## config.mk

```make
export PLATFORM = sky130hd
export DESIGN_NAME = branch_resolve
export DESIGN_NICKNAME = d
export VERILOG_FILES = /design/src/rtl/branch_resolve.sv
export SDC_FILE = /design/constraint.sdc
export NUM_CORES = 1
export LEC_CHECK = 0
export ABC_AREA = 1
export CORE_ASPECT_RATIO = 1.2
export CORE_UTILIZATION = 52
export DETAILED_ROUTE_END_ITERATION = 10
export PLACE_DENSITY = 0.89
export SLEW_MARGIN = 10
export SYNTH_ARGS = -nofsm -noshare
export SYNTH_HDL_FRONTEND = slang
export SYNTH_SLANG_ARGS = --single-unit
```

## constraint.sdc

```tcl
create_clock -name clk -period 2.5 [get_ports clk]
set_input_delay 0.375 -clock clk [delete_from_list [all_inputs] [get_ports clk]]
set_output_delay 0.375 -clock clk [all_outputs]
set_load 0.03 [all_outputs]
```

## src/rtl/branch_resolve.sv

```systemverilog
// branch_resolve
//   Execute-stage branch resolution. Decodes the branch funct3, steers the
//   comparator signed/unsigned select, resolves the actual direction of
//   branches and jumps, and compares it with the fetch-stage prediction.
//   A mispredict produces a one-cycle registered redirect with IF/ID and
//   ID/EX flushes, followed by a wrong-path shadow window during which new
//   resolutions are ignored. Saturating counters track accepted control
//   transfers and mispredicts.
//
// Ports
//   clk, rst_n          clock (rising edge), asynchronous active-low reset
//   ex_valid, ex_stall  EX holds a valid instruction / EX held this cycle
//   br_en, jmp_en       conditional branch / unconditional jump
//   funct3              branch condition field
//   less, equal         comparator results
//   pred_taken          fetch-stage prediction
//   ex_pc, target_addr  instruction PC and computed target
//   cnt_clr             synchronous clear of both counters
//   br_unsigned         comparator signed/unsigned select (combinational)
//   redirect_valid      one-cycle pulse, fetch loads redirect_pc
//   redirect_pc         corrected fetch PC
//   flush_ifid/idex     kill IF/ID and ID/EX contents
//   taken_o             resolved direction of the last accepted instruction
//   illegal_o           one-cycle pulse for branch funct3 010/011
//   br_cnt, mispred_cnt saturating performance counters
module branch_resolve #(
  parameter int XLEN          = 32,
  parameter int CNT_W         = 16,
  parameter int SHADOW_CYCLES = 1
) (
  input  logic             clk,
  input  logic             rst_n,
  input  logic             ex_valid,
  input  logic             ex_stall,
  input  logic             br_en,
  input  logic             jmp_en,
  input  logic [2:0]       funct3,
  input  logic             less,
  input  logic             equal,
  input  logic             pred_taken,
  input  logic [XLEN-1:0]  ex_pc,
  input  logic [XLEN-1:0]  target_addr,
  input  logic             cnt_clr,
  output logic             br_unsigned,
  output logic             redirect_valid,
  output logic [XLEN-1:0]  redirect_pc,
  output logic             flush_ifid,
  output logic             flush_idex,
  output logic             taken_o,
  output logic             illegal_o,
  output logic [CNT_W-1:0] br_cnt,
  output logic [CNT_W-1:0] mispred_cnt
);

  typedef enum logic [1:0] {IDLE, REDIRECT, SHADOW} state_t;

  // The shadow counter is loaded with SHADOW_CYCLES-1 so that the SHADOW
  // state lasts exactly SHADOW_CYCLES cycles.
  localparam logic [2:0] SHADOW_INIT =
    (SHADOW_CYCLES > 0) ? 3'(SHADOW_CYCLES - 1) : 3'd0;

  state_t     state;
  logic [2:0] shadow_cnt;
  logic       cond;
  logic       actual;
  logic       accept;
  logic       mispredict;
  logic       illegal_f3;

  // funct3[1] distinguishes BLTU/BGEU from BLT/BGE; the comparator needs it
  // in the same cycle, so it is not registered.
  assign br_unsigned = funct3[1];

  // Branch condition decode from the comparator results.
  always_comb begin
    cond = 1'b0;
    case (funct3)
      3'b000:  cond = equal;
      3'b001:  cond = ~equal;
      3'b100:  cond = less;
      3'b101:  cond = ~less;
      3'b110:  cond = less;
      3'b111:  cond = ~less;
      default: cond = 1'b0;
    endcase
  end

  // A jump overrides the branch path, including the illegal-funct3 report.
  assign actual     = jmp_en | (br_en & cond);
  assign accept     = ex_valid & ~ex_stall & (br_en | jmp_en) & (state == IDLE);
  assign mispredict = accept & (actual != pred_taken);
  assign illegal_f3 = br_en & ~jmp_en & (funct3[2:1] == 2'b01);

  // Redirect FSM with registered outputs. Pulse outputs default low each
  // cycle and are raised only on the transition into REDIRECT.
  always_ff @(posedge clk or negedge rst_n) begin
    if (!rst_n) begin
      state          <= IDLE;
      shadow_cnt     <= 3'd0;
      redirect_valid <= 1'b0;
      redirect_pc    <= '0;
      flush_ifid     <= 1'b0;
      flush_idex     <= 1'b0;
      taken_o        <= 1'b0;
      illegal_o      <= 1'b0;
    end else begin
      redirect_valid <= 1'b0;
      flush_ifid     <= 1'b0;
      flush_idex     <= 1'b0;
      illegal_o      <= 1'b0;
      case (state)
        IDLE: begin
          if (accept) begin
            taken_o   <= actual;
            illegal_o <= illegal_f3;
            if (mispredict) begin
              state          <= REDIRECT;
              redirect_valid <= 1'b1;
              flush_ifid     <= 1'b1;
              flush_idex     <= 1'b1;
              redirect_pc    <= actual ? target_addr : (ex_pc + XLEN'(4));
            end
          end
        end
        REDIRECT: begin
          if (SHADOW_CYCLES > 0) begin
            state      <= SHADOW;
            shadow_cnt <= SHADOW_INIT;
          end else begin
            state <= IDLE;
          end
        end
        SHADOW: begin
          if (shadow_cnt == 3'd0) begin
            state <= IDLE;
          end else begin
            shadow_cnt <= shadow_cnt - 3'd1;
          end
        end
        default: state <= IDLE;
      endcase
    end
  end

  // Saturating performance counters; a clear beats a same-cycle increment.
  always_ff @(posedge clk or negedge rst_n) begin
    if (!rst_n) begin
      br_cnt      <= '0;
      mispred_cnt <= '0;
    end else if (cnt_clr) begin
      br_cnt      <= '0;
      mispred_cnt <= '0;
    end else begin
      if (accept && (br_cnt != '1)) begin
        br_cnt <= br_cnt + CNT_W'(1);
      end
      if (mispredict && (mispred_cnt != '1)) begin
        mispred_cnt <= mispred_cnt + CNT_W'(1);
      end
    end
  end

endmodule

```

Word level (Yosys, flattened, before mapping)
Cells that the tools add are included.
{ "classes": {"mux": 17, "n_div": 0, "n_lt_le_gt_ge": 0, "bitwise_logic": 13, "multipliers": 0, "shift": 0, "n_addsub": 4, "n_reduce_logical": 14, "n_eq_ne": 15} }
{ "ops": {"columns": ["operator", "n"], "rows": [
  ["$mux W16", 4],
  ["$add A16 B1 Y16 const B", 2],
  ["$add A32 B3 Y32 const B", 1],
  ["$mux W32", 1],
  ["$ne A16 B16 Y1 const B", 2],
  ["$eq A3 B3 Y1 const B", 4],
  ["$ne A2 B2 Y1 const B", 4],
  ["$and A1 B1 Y1", 7],
  ["$logic_not A3 Y1", 2],
  ["$mux W2", 3],
  ["$pmux W2 S3", 1],
  ["$pmux W3 S2", 1],
  ["$reduce_and A3 Y1", 2],
  ["$reduce_bool A2 Y1", 3],
  ["$mux W1", 5],
  ["$eq A2 B1 Y1 const B", 2],
  ["$not A1 Y1", 4],
  ["$pmux W1 S4", 1],
  ["$reduce_and A2 Y1", 2],
  ["$reduce_or A2 Y1", 2],
  ["$eq A3 B1 Y1 const B", 1],
  ["$mux W3", 1],
  ["$sub A3 B1 Y3 const B", 1],
  ["$eq A2 B2 Y1 const B", 1],
  ["4 further kinds", 6]
]} }
{ "word_totals": {"ram_bits": 0, "latchBits": 0, "rom_bits": 0, "word_cells": 71, "memories": 0, "regBits": 72} }

Depth between registers and ports, before layout
{ "logic_depth": {"depth_word": 10, "mapped_depth": 12, "mapped_depth_nobuf": 11} }

Least setup slack after synthesis
No wires, ideal clock.
{ "synth_path": {"path_kind": "register -> register", "from": "reg br_cnt[0]", "to": "reg br_cnt[9]", "arrival_ns": 1.669, "required_ns": 2.378, "slack_ns": 0.709, "synth_period_minus_slack_ns": 1.791, "path_stages_with_launch": 10, "setup_time_ns": 0.122, "path_cell_list": "dfrtp_1 -> ha_1 -> nand3_1 -> nor3_2 -> nand3_1 -> nand2_2 -> nand2_2 -> buf_6 -> nand2_1 -> o21ai_1"} }
{ "synth_via": {"elab_chain_cells": 3, "word_cells_on_any_way": 6} }
{ "synth_rtl": {"columns": ["element", "line", "text"], "rows": [
  ["from (decl)", "51", "output logic [CNT_W-1:0] br_cnt,"],
  ["from (signal assigned)", "155", "br_cnt <= br_cnt + CNT_W'(1);"],
  ["$add A16 B1 Y16 / $ne A16 B16 Y1 (equally long branches)", "155, 154", null],
  ["$mux W16 / $logic_and A1 B1 Y1 (equally long branches)", "154", "if (accept && (br_cnt != '1)) begin"],
  ["$mux W16 / $reduce_bool A2 Y1 (equally long branches)", null, null]
]} }
Parallel ways exist; a longest one is shown, timed or not. The select of a mux whose other input is x is not followed.
A chain may end at the register's enable or synchronous reset.

Final worst setup path
{ "layout_path": {"from": "reg br_cnt[0]", "to": "reg br_cnt[12]"} }
The elaborated chain is that of the path after synthesis.

==> out/summary.txt <==
syn_nets: 808
leading area contributor after synthesis: dfrtp_1
met3 usage: 0.0662
Num CTS Buffers: 9
Final nets: 951
Die H: 109 µm
CTS tree: done
Core Area: 9180 µm²
Post-Layout Cell Count: 993
critical path peak fanout: 12
die width: 91.4 µm
clock share of power: 0.267
# diodes: 0
Yosys reg bits: 72
layout cells sized above 1: 0.0653
Iter 0 DRT Violations: 265
final wirelength: 15100 µm
CTS Sinks: 72
Sequential Power Share: 0.400
CP max stage cell: dfrtp_1
status: complete, no violations
WP buf/inv: 1
Max VDD drop: 0.000278 V
post-synth top area share: 0.361
GPL Wtd Cong: 0.937
ys async rst share: 1.00
Period minus WS final: 2.01 ns
Synth Flop Type: dfrtp_1
number of global-route vias before repair: 5103
sequential element share of the synthesized area: 0.361
post-CTS sizing: 0
std cell rows: 38
Worst Hold Class: in -> async
Reg2Reg Depth: 9
syn avg cell area: 6.87 µm²
maxcap violations: 0
Startpoint Class: flop
Netlist cell types: 35
Worst slew margin: 0.380
Final Skew: 0.00742 ns
Sw Ratio: 0.350
sequence of cells on the critical path: ha_1 -> nand3_1 -> nor3_2 -> nand3_1 -> nand2_2 -> nand2_2 -> inv_1 -> nand2_1 -> nand2_1
pin count of the biggest net entering global routing: 73
Synth area leaders: dfrtp_1 36%, nand2_1 21%, nor2_1 6.7%, nand3_1 5.8%, xor2_1 4.4%
Post-Syn Instances: 726
Post-Place Worst Slack: 0.186 ns
Most Crowded Layer GR: met2
worst setup margin: 0.492 ns
Crit path max-delay family: simple AND/OR/NAND/NOR gates
Fin Setup TNS: 0 ns
htree depth: 3
crit path DAT: 2.30 ns
clock root cell: clkbuf_8
Hold Vio Cnt, Final: 0
number of synthesized flops with an enable pin: 0
via count: 5295
Worst-Skew Late Latency: 0.36 ns
Reg2Reg Capture Point: br_cnt[12]
clock-pin slew on the worst setup and hold paths: 0.08 ns
port bufs: 146
Net Switching: 0.00123 W
CP Class: reg -> reg
Post-route DRC: 0
Final Cycle Share: 0.803
WL per Instance: 15.2 µm
Final Max Tran Viols: 0
power share of the combinational group: 0.333
met2 usage: 0.565
vias per inst: 5.33
Worst Path Required: 2.79 ns
Max Clock Freq: 0.498 GHz
post-CTS setup buffer count: 0
unrepaired setup endpoints after global routing: no
hold_buf cts: 0
dpl hpwl: 11300 µm
Worst-Margin Slew: 0.930 ns
placed insts: 978
total grt overflow: 0
first-pass GRT wire length: 24400 µm
PwrDens: 524 nW/µm²
CP endpoint kind: flop
Internal: 0.00228 W
synth warn: 0
Reg2Reg Setup Slack: 0.49 ns
top-level port count: 147
synthesized area: 4980 µm²
CTS max path bufs: 2
initial antenna violation count: 0
Layout area overhead: 34.3%
initial core utilization: 0.543
CP max stage delay: 0.49 ns
Reg-to-Reg Start: br_cnt[0]
Total GRT Usage: 0.313
post-route ant nets: 0
die area: 9980 µm²
Pleak: 3.13 nW
GR Util met1: 0.364
Finish-stage setup viols: 0
first drt pass iteration count: 8
routing by layer:
metal / vias to the layer above / wire [µm] / share of wire
li1: 2592 / - / -
met1: 2451 / 5830 / 0.39
met2: 218 / 7740 / 0.51
met3: 34 / 1100 / 0.073
met4: 0 / 426 / 0.028
met5: - / 0 / 0
power by group through the flow:
stage	logic, W	clock network, W	registers [W]
2_1_floorplan	0.000313	0	0.00171
3_3_place_gp	0.00115	0	0.00142
3_5_place_dp	0.00117	0	0.00143
4_1_cts	0.00117	0.000943	0.00140
5_1_grt	0.00125	0.000989	0.00142
6_report	0.00117	0.000935	0.00140
sequential cells by signal, summed over array words and instances, names as in the netlist:
signal and flops:
br_cnt 16, flush_idex 1, illegal_o 1, mispred_cnt 16, redirect_pc 32, shadow_cnt 3
state 2, taken_o 1
cell usage after synthesis, types with 2 or more instances:
library cell  instances
a21oi_1               3
buf_2                 8
buf_4                 7
buf_6                 6
clkbuf_1              2
dfrtp_1              72
ha_1                  5
inv_1                57
inv_2                 6
nand2_1             273
nand2_2               6
nand2_4               2
nand3_1              58
nand3_2               4
nand3_4               2
nand3b_1              6
nand4_1              31
nand4_4               2
nor2_1               89
nor2_2                4
nor2_4                3
nor3_1               10
nor3_2                2
o21ai_0              15
o21ai_1              10
o22ai_1               2
o31ai_1               2
xnor2_1               8
xor2_1               25
cells in the final DEF (no fill, tap or decap), types with 3 or more instances in the layout:
cell type / count
a21oi_1: 3
buf_4: 9
xor2_1: 25
nor2_1: 89
ha_1: 5
nand3_1: 58
xnor2_1: 8
nand3b_1: 6
o21ai_0: 15
clkbuf_8: 10
nor3_1: 10
inv_2: 6
nand4_1: 31
inv_1: 57
clkdlybuf4s50_1: 145
nand3_2: 4
nor2_4: 3
nand2_1: 273
o21ai_1: 10
dfrtp_1: 72
nand2_2: 6
nor2_2: 4
worst max path at each step:
stage                    from         endpoint  slack [ns]  depth (start not counted)
floorplan           br_cnt[0]        br_cnt[9]        0.71                          9
global placement     ex_pc[2]  redirect_pc[20]        0.18                         11
detailed placement   ex_pc[2]  redirect_pc[20]        0.19                         11
CTS                 br_cnt[0]       br_cnt[12]        0.52                          9
global route        br_cnt[0]       br_cnt[11]        0.32                          9
finish              br_cnt[0]       br_cnt[12]        0.49                          9
cells by family after synthesis:
logic type,count (synthesis),synth area share
AO/OA/AOI/OAI,34,0.0384
adder cells (fa/ha/maj),5,0.0126
flip-flops,72,0.361
buffers and inverters,87,0.0828
AND/OR/NAND/NOR,495,0.447
XOR/XNOR,33,0.0580
layout make-up:
class / instances / area [µm²]
clock buffers: 12 / 145
inverters: 64 / 245
multi-input cells: 567 / 2770
repair buffers: 155 / 1540
flip-flops and latches: 72 / 1800
fillers: 754 / 2480
well taps: 120 / 150
clock inverters: 3 / 42.5
through the flow:
step | total power [W] | hold slack, ns | util | cell area (µm²)
after floorplan | 0.00202 | 0.0794 | - | 4980
final | 0.00350 | 0.141 | 0.729 | 6690
after global routing | 0.00366 | 0.204 | 0.729 | 6690
after CTS | 0.00352 | 0.179 | 0.729 | 6690
after global placement | 0.00257 | 0.463 | 0.709 | 6510
after detailed placement | 0.00259 | 0.466 | 0.709 | 6510
(Power assumes the default switching activity.)
